==> src/rtl/voice_env_pwm_mixer.sv <==
// Five-voice mixer: per-voice retriggered linear-decay envelopes, weighted
// sum of the square-wave bits, and a single-bit PWM for the speaker pin.
// Also reports per-voice envelope activity for the LED bar.
module voice_env_pwm_mixer #(
  parameter int DECAY_DIV  = 2000,
  parameter int PWM_PERIOD = 1275
) (
  input  logic        CLK,
  input  logic        RST,
  input  logic        EN,
  input  logic [4:0]  WAVE,
  input  logic [34:0] TONES,
  output logic        PWM_OUT,
  output logic [4:0]  ACTIVE,
  output logic [10:0] LEVEL
);

  localparam logic [15:0] DIV_LAST_C = 16'(DECAY_DIV - 1);
  localparam logic [10:0] PC_LAST_C  = 11'(PWM_PERIOD - 1);

  logic [4:0][6:0] tone_s;
  logic [4:0][6:0] prev_tone_r;
  logic [4:0]      onset_s;
  logic [4:0][7:0] env_r;
  logic [4:0][7:0] env_next_s;
  logic [4:0]      active_r;
  logic [15:0]     presc_r;
  logic            tick_s;
  logic [10:0]     mix_s;
  logic [10:0]     mix_r;
  logic [10:0]     pc_r;
  logic [10:0]     pc_next_s;
  logic [10:0]     level_r;
  logic [10:0]     level_next_s;
  logic            pwm_r;

  assign tick_s = (presc_r == DIV_LAST_C);

  // Split tones per voice, detect onsets and pick each envelope's next value
  // (rest clear beats onset, onset beats decay).
  always_comb begin
    tone_s     = '0;
    onset_s    = '0;
    env_next_s = env_r;
    for (int i = 0; i < 5; i++) begin
      tone_s[i]  = TONES[7*i +: 7];
      onset_s[i] = (tone_s[i] != prev_tone_r[i]) && (tone_s[i] != 7'd0);
      if (tone_s[i] == 7'd0) begin
        env_next_s[i] = 8'd0;
      end else if (onset_s[i]) begin
        env_next_s[i] = 8'd255;
      end else if (tick_s && EN && (env_r[i] != 8'd0)) begin
        env_next_s[i] = env_r[i] - 8'd1;
      end else begin
        env_next_s[i] = env_r[i];
      end
    end
  end

  // Weighted sum of the voices whose square-wave bit is currently high.
  always_comb begin
    mix_s = 11'd0;
    for (int i = 0; i < 5; i++) begin
      if (WAVE[i]) begin
        mix_s = mix_s + {3'b000, env_r[i]};
      end else begin
        mix_s = mix_s;
      end
    end
  end

  // Frame counter advance; the level for the next frame is taken at the wrap.
  always_comb begin
    pc_next_s    = pc_r + 11'd1;
    level_next_s = level_r;
    if (pc_r == PC_LAST_C) begin
      pc_next_s    = 11'd0;
      level_next_s = mix_r;
    end else begin
      pc_next_s    = pc_r + 11'd1;
      level_next_s = level_r;
    end
  end

  // Tone history, envelopes and activity flags (history tracks even when disabled).
  always_ff @(posedge CLK) begin
    if (RST) begin
      prev_tone_r <= '0;
      env_r       <= '0;
      active_r    <= 5'd0;
    end else begin
      prev_tone_r <= tone_s;
      env_r       <= env_next_s;
      for (int i = 0; i < 5; i++) begin
        active_r[i] <= (env_r[i] != 8'd0);
      end
    end
  end

  // Decay prescaler: free-runs while enabled, frozen otherwise.
  always_ff @(posedge CLK) begin
    if (RST) begin
      presc_r <= 16'd0;
    end else if (EN) begin
      if (tick_s) begin
        presc_r <= 16'd0;
      end else begin
        presc_r <= presc_r + 16'd1;
      end
    end else begin
      presc_r <= presc_r;
    end
  end

  // Mix sample, PWM frame counter, latched level and output bit.
  always_ff @(posedge CLK) begin
    if (RST) begin
      mix_r   <= 11'd0;
      pc_r    <= 11'd0;
      level_r <= 11'd0;
      pwm_r   <= 1'b0;
    end else begin
      mix_r   <= mix_s;
      pc_r    <= pc_next_s;
      level_r <= level_next_s;
      pwm_r   <= EN && (pc_next_s < level_next_s);
    end
  end

  assign PWM_OUT = pwm_r;
  assign ACTIVE  = active_r;
  assign LEVEL   = level_r;

endmodule

==> config.mk <==
export PLATFORM = sky130hd
export DESIGN_NAME = voice_env_pwm_mixer
export DESIGN_NICKNAME = d
export VERILOG_FILES = /design/src/rtl/voice_env_pwm_mixer.sv
export SDC_FILE = /design/constraint.sdc
export NUM_CORES = 1
export LEC_CHECK = 0
export BUFFER_PORTS_ARGS = -buffer_cell sky130_fd_sc_hd__clkbuf_2
export CAP_MARGIN = 0
export CELL_PAD_IN_SITES_DETAIL_PLACEMENT = 0
export CELL_PAD_IN_SITES_GLOBAL_PLACEMENT = 1
export CORE_MARGIN = 1.5
export CORE_UTILIZATION = 40
export DETAILED_ROUTE_END_ITERATION = 10
export MAX_ROUTING_LAYER = met4
export PLACE_DENSITY = 0.76
export SYNTH_ARGS = -nofsm -noshare
export SYNTH_HDL_FRONTEND = slang
export SYNTH_SLANG_ARGS = --single-unit
==> constraint.sdc <==
create_clock -name CLK -period 8.53 [get_ports CLK]
set_clock_uncertainty 0.1 [all_clocks]
set_input_delay 0.853 -clock CLK [delete_from_list [all_inputs] [get_ports CLK]]
set_output_delay 0.853 -clock CLK [all_outputs]
set_load 0.005 [all_outputs]
==> metrics.yaml <==
status: "finished clean"
post_route_met1_wirelength_mm: 8.37
tightestPinTransition_ps: 858
cts.htree.levels: 4
critical_path_peak_fanout: 11
setup_total_negative_slack_ps: 0
post-cts-setup-buffer-count: 0
worstHoldEndpoint: "LEVEL[0]$_SDFF_PP0_"
synth.net_count: 962
post_synth.cell_area_avg_um2: 8.70
post-synth-top-area-cell: "dfxtp_1"
gpl.final_weighted_congestion: 0.843
core_region_area_mm2: 0.0186
clock_tree.buffer_depth: 2
synthesis.yosys.warnings: 0
criticalPathCategory: "primary input to flop"
first_pass_iters: 4
vias_in_the_first_global_route: 5768
hold_depth: 2
grt_overflow: 0
die-width_um: 140
final_layout_size_suffix_gt1_share_pct: 12.6
yosys.cell_types.count: 66
grt_antenna_before_repair: 0
whs_ps: 387
hold_viol_final: 0
post_drt_wl_per_cell_um: 13.8
worst-endpoint-required_ps: 8690
dr.max_layer_used: "met4"
hold_path.startpoint: "mix_r[0]$_SDFF_PP0_"
path_buf_inv: 2
main_combinational_cell_family_by_area_after_synthesis: "simple AND/OR/NAND/NOR gates"
io-pin-count: 60
tritoncts.num_buffers: 17
dr_wl_met2_mm: 7.02
tritoncts_clock_tree: "built"
final-max-slew-violation-count: 0
synth.mux.area_fraction_pct: 3.19
ff2ff_path_depth: 26
critical_path.reg2reg.startpoint: "env_r[1]$_SDFFE_PP0P_"
synth_largest_type_area_fraction_pct: 34.5
cts_num_sinks: 130
dp_hpwl_mm: 12.1
maxCapViolations: 0
first_iter_violations: 195
irDropWorstVdd_uv: 151
ys.flop_type: "dfxtp_1"
area_growth_from_synthesis_to_layout_pct: 15.4
power_mw: 1.79
detail-route-antenna-nets: 0
postSynthCellCount: 866
cts_hold_buf: 0
clock-root-buffer: "clkbuf_16"
number_of_flops_mapped_to_enable_cells_by_yosys: 0
detailedPlace.worstSlack_ps: 2230
overall_die_area_mm2: 0.0197
groute.usage.overall_pct: 18.0
timing.max_slew.rel_slack_pct: 42.8
remaining_drc_errors: 0
timing.critical_path.to_type: "flop"
r2r_end: "mix_r[10]$_SDFF_PP0_"
worstSkewPairLatency_ps: 420
rsz0062_at_grt: "no"
synthesis.area_mm2: 0.00754
global_route_wire_length_before_repair_mm: 27.9
timing.critical_path.slowest_cell_delay_ps: 410
crit_family: "compound AO/OA/AOI/OAI gates"
yosys.area_share.adder_pct: 9.20
final.period_utilization_pct: 69.0
setup_viol_count_final: 0
pwr_density_cell_mw_per_mm2: 206
final_period_minus_worst_setup_slack_ps: 5880
io_buffer_count: 59
worst_hold_path_type: "flop to flop"
drt-total-wl_mm: 16.2
post_synth_and_or_nand_nor_area_fraction_pct: 22.2
setup.worst_path.start_class: "primary input"
layout_net_count: 1020
ys_ff_latch: 130
largest_net_degree_at_the_start_of_global_routing: 81
cpMaxStageDelayCell: "fa_1"
worst_ep_arrival_time_ps: 6050
synth_compound_gate_area_share_pct: 16.0
placementRows: 50
post_route_worst_setup_slack_ps: 2650
fmaxAchievable_mhz: 170
async_flop_share_pct: 0
synthXorXnorAreaFrac_pct: 12.2
avgViaCountPerCell: 5.18
post_synth_main_area_contributors: "dfxtp_1 35%, ha_1 8.1%, xor2_1 6.2%"
routed_wl_met3_um: 535
initial_core_util_pct: 40.6
synth-seq-area-share_pct: 34.5
die_y_um: 140
route.vias.total: 6065
clk_pin_slew_ps: 60
num_antenna_cells: 0
power.leakage_nw: 3.58
reg_to_reg_setup_timing_slack_ps: 2940
postCtsResizedCells: 0
path_common_cell: "ha_1"
-- layer usage --
| metal | vias up | track usage [%] |
|---|---|---|
| met1 | 2756 | 24.2 |
| li1 | 3202 | - |
| met4 | 0 | 6.04 |
| met3 | 22 | 3.79 |
| met5 | - | - |
| met2 | 85 | 26.9 |
-- through the flow --
step	cell area, um2	utilization [%]	cells
floorplan	7540	-	866
global placement	8080	43.5	1139
detailed placement	8080	43.5	1139
CTS	8700	46.8	1171
global route	8700	46.8	1171
finish	8700	46.8	1171
-- worst reg2reg max path: stages (launching register included) --
cell and delay, ps:
dfxtp_1 400, nand2_1 130, inv_1 80, ha_1 230, a21o_1 210, a21oi_1 170, xnor2_1 170, a21oi_1 120
or2_2 310, ha_1 320, o21a_1 190, o31a_1 120, o21ai_0 190, nor3b_1 200, o21ai_0 130, o21a_1 160
ha_1 290, o21a_1 130, o31a_1 210, a21oi_1 80, mux2_2 280, ha_1 330, o21a_1 120, o31a_1 120
o31ai_1 390, o41a_1 200, o22ai_1 70
-- sequential cells by signal, indices dropped and copies added, names as in the netlist --
name,count
mix_r,11
presc_r,16
ACTIVE,5
pc_r,11
LEVEL,11
prev_tone_r,35
PWM_OUT,1
env_r,40
-- how the worst max path moves through the flow --
stage,startpoint,to,slack [ps],cells past startpoint
after global placement,WAVE[0],mix_r[10]$_SDFF_PP0_,2400,25
after detailed placement,WAVE[0],mix_r[10]$_SDFF_PP0_,2230,25
after floorplan,WAVE[0],mix_r[10]$_SDFF_PP0_,2730,28
final,WAVE[0],mix_r[10]$_SDFF_PP0_,2650,25
after global routing,WAVE[0],mix_r[10]$_SDFF_PP0_,2170,25
after CTS,WAVE[0],mix_r[10]$_SDFF_PP0_,2660,25
-- synthesized netlist by cell type (5+ instances only) --
library cell    n
a31oi_1         6
a21o_1         17
o21ai_0        32
and2_1         10
nand2b_1       15
nand3_1        18
nand4b_1        5
o31a_1          6
clkbuf_1       21
dfxtp_1       130
o41ai_1         5
o21a_1          9
nor4_1          9
and3_1          7
nor3_1         26
mux2i_1        15
nand4_1        13
xnor2_1        49
o31ai_1         7
ha_1           49
inv_1          26
mux2_2          8
nor2_1         77
nand2_1        53
nor4b_1         5
a21oi_1        63
xor2_1         53
or3_1          15
nor2b_1        43
buf_1           6
a211oi_1        9
-- cell type report --
cell class	instances	area, um2
clock buffer	19	443
clock inverter	13	173
fill	1826	9880
inverter	27	101
multi-input combinational	681	4730
sequential	130	2600
tap	234	293
timing repair buffer	67	355
-- power breakdown --
part | leakage (nW) | switching, mW | internal [mW]
logic | 2.19 | 0.198 | 0.170
registers | 1.08 | 0.0267 | 0.644
clock network | 0.305 | 0.282 | 0.473
total | 3.58 | 0.507 | 1.29
-- placed cells by master (no fill, tap or decap), types with 17 or more instances in the layout --
cell type,n
a21o_1,17
a21oi_1,63
nand3_1,18
nor2b_1,43
xor2_1,53
nor2_1,77
dfxtp_1,130
nand2_1,53
ha_1,49
xnor2_1,49
inv_1,26
clkbuf_16,17
o21ai_0,32
nor3_1,26
clkbuf_2,58
-- cells by family (layout without fill, tap and decap cells) --
| family | Yosys count | in the layout |
|---|---|---|
| multiplexers | 23 | 23 |
| XOR/XNOR | 103 | 103 |
| flip-flops | 130 | 130 |
| AND/OR/NAND/NOR | 316 | 316 |
| AO/OA/AOI/OAI | 186 | 186 |
| adder cells (fa/ha/maj) | 53 | 53 |
| buffers and inverters | 55 | 126 |
(Power assumes the default switching activity.)
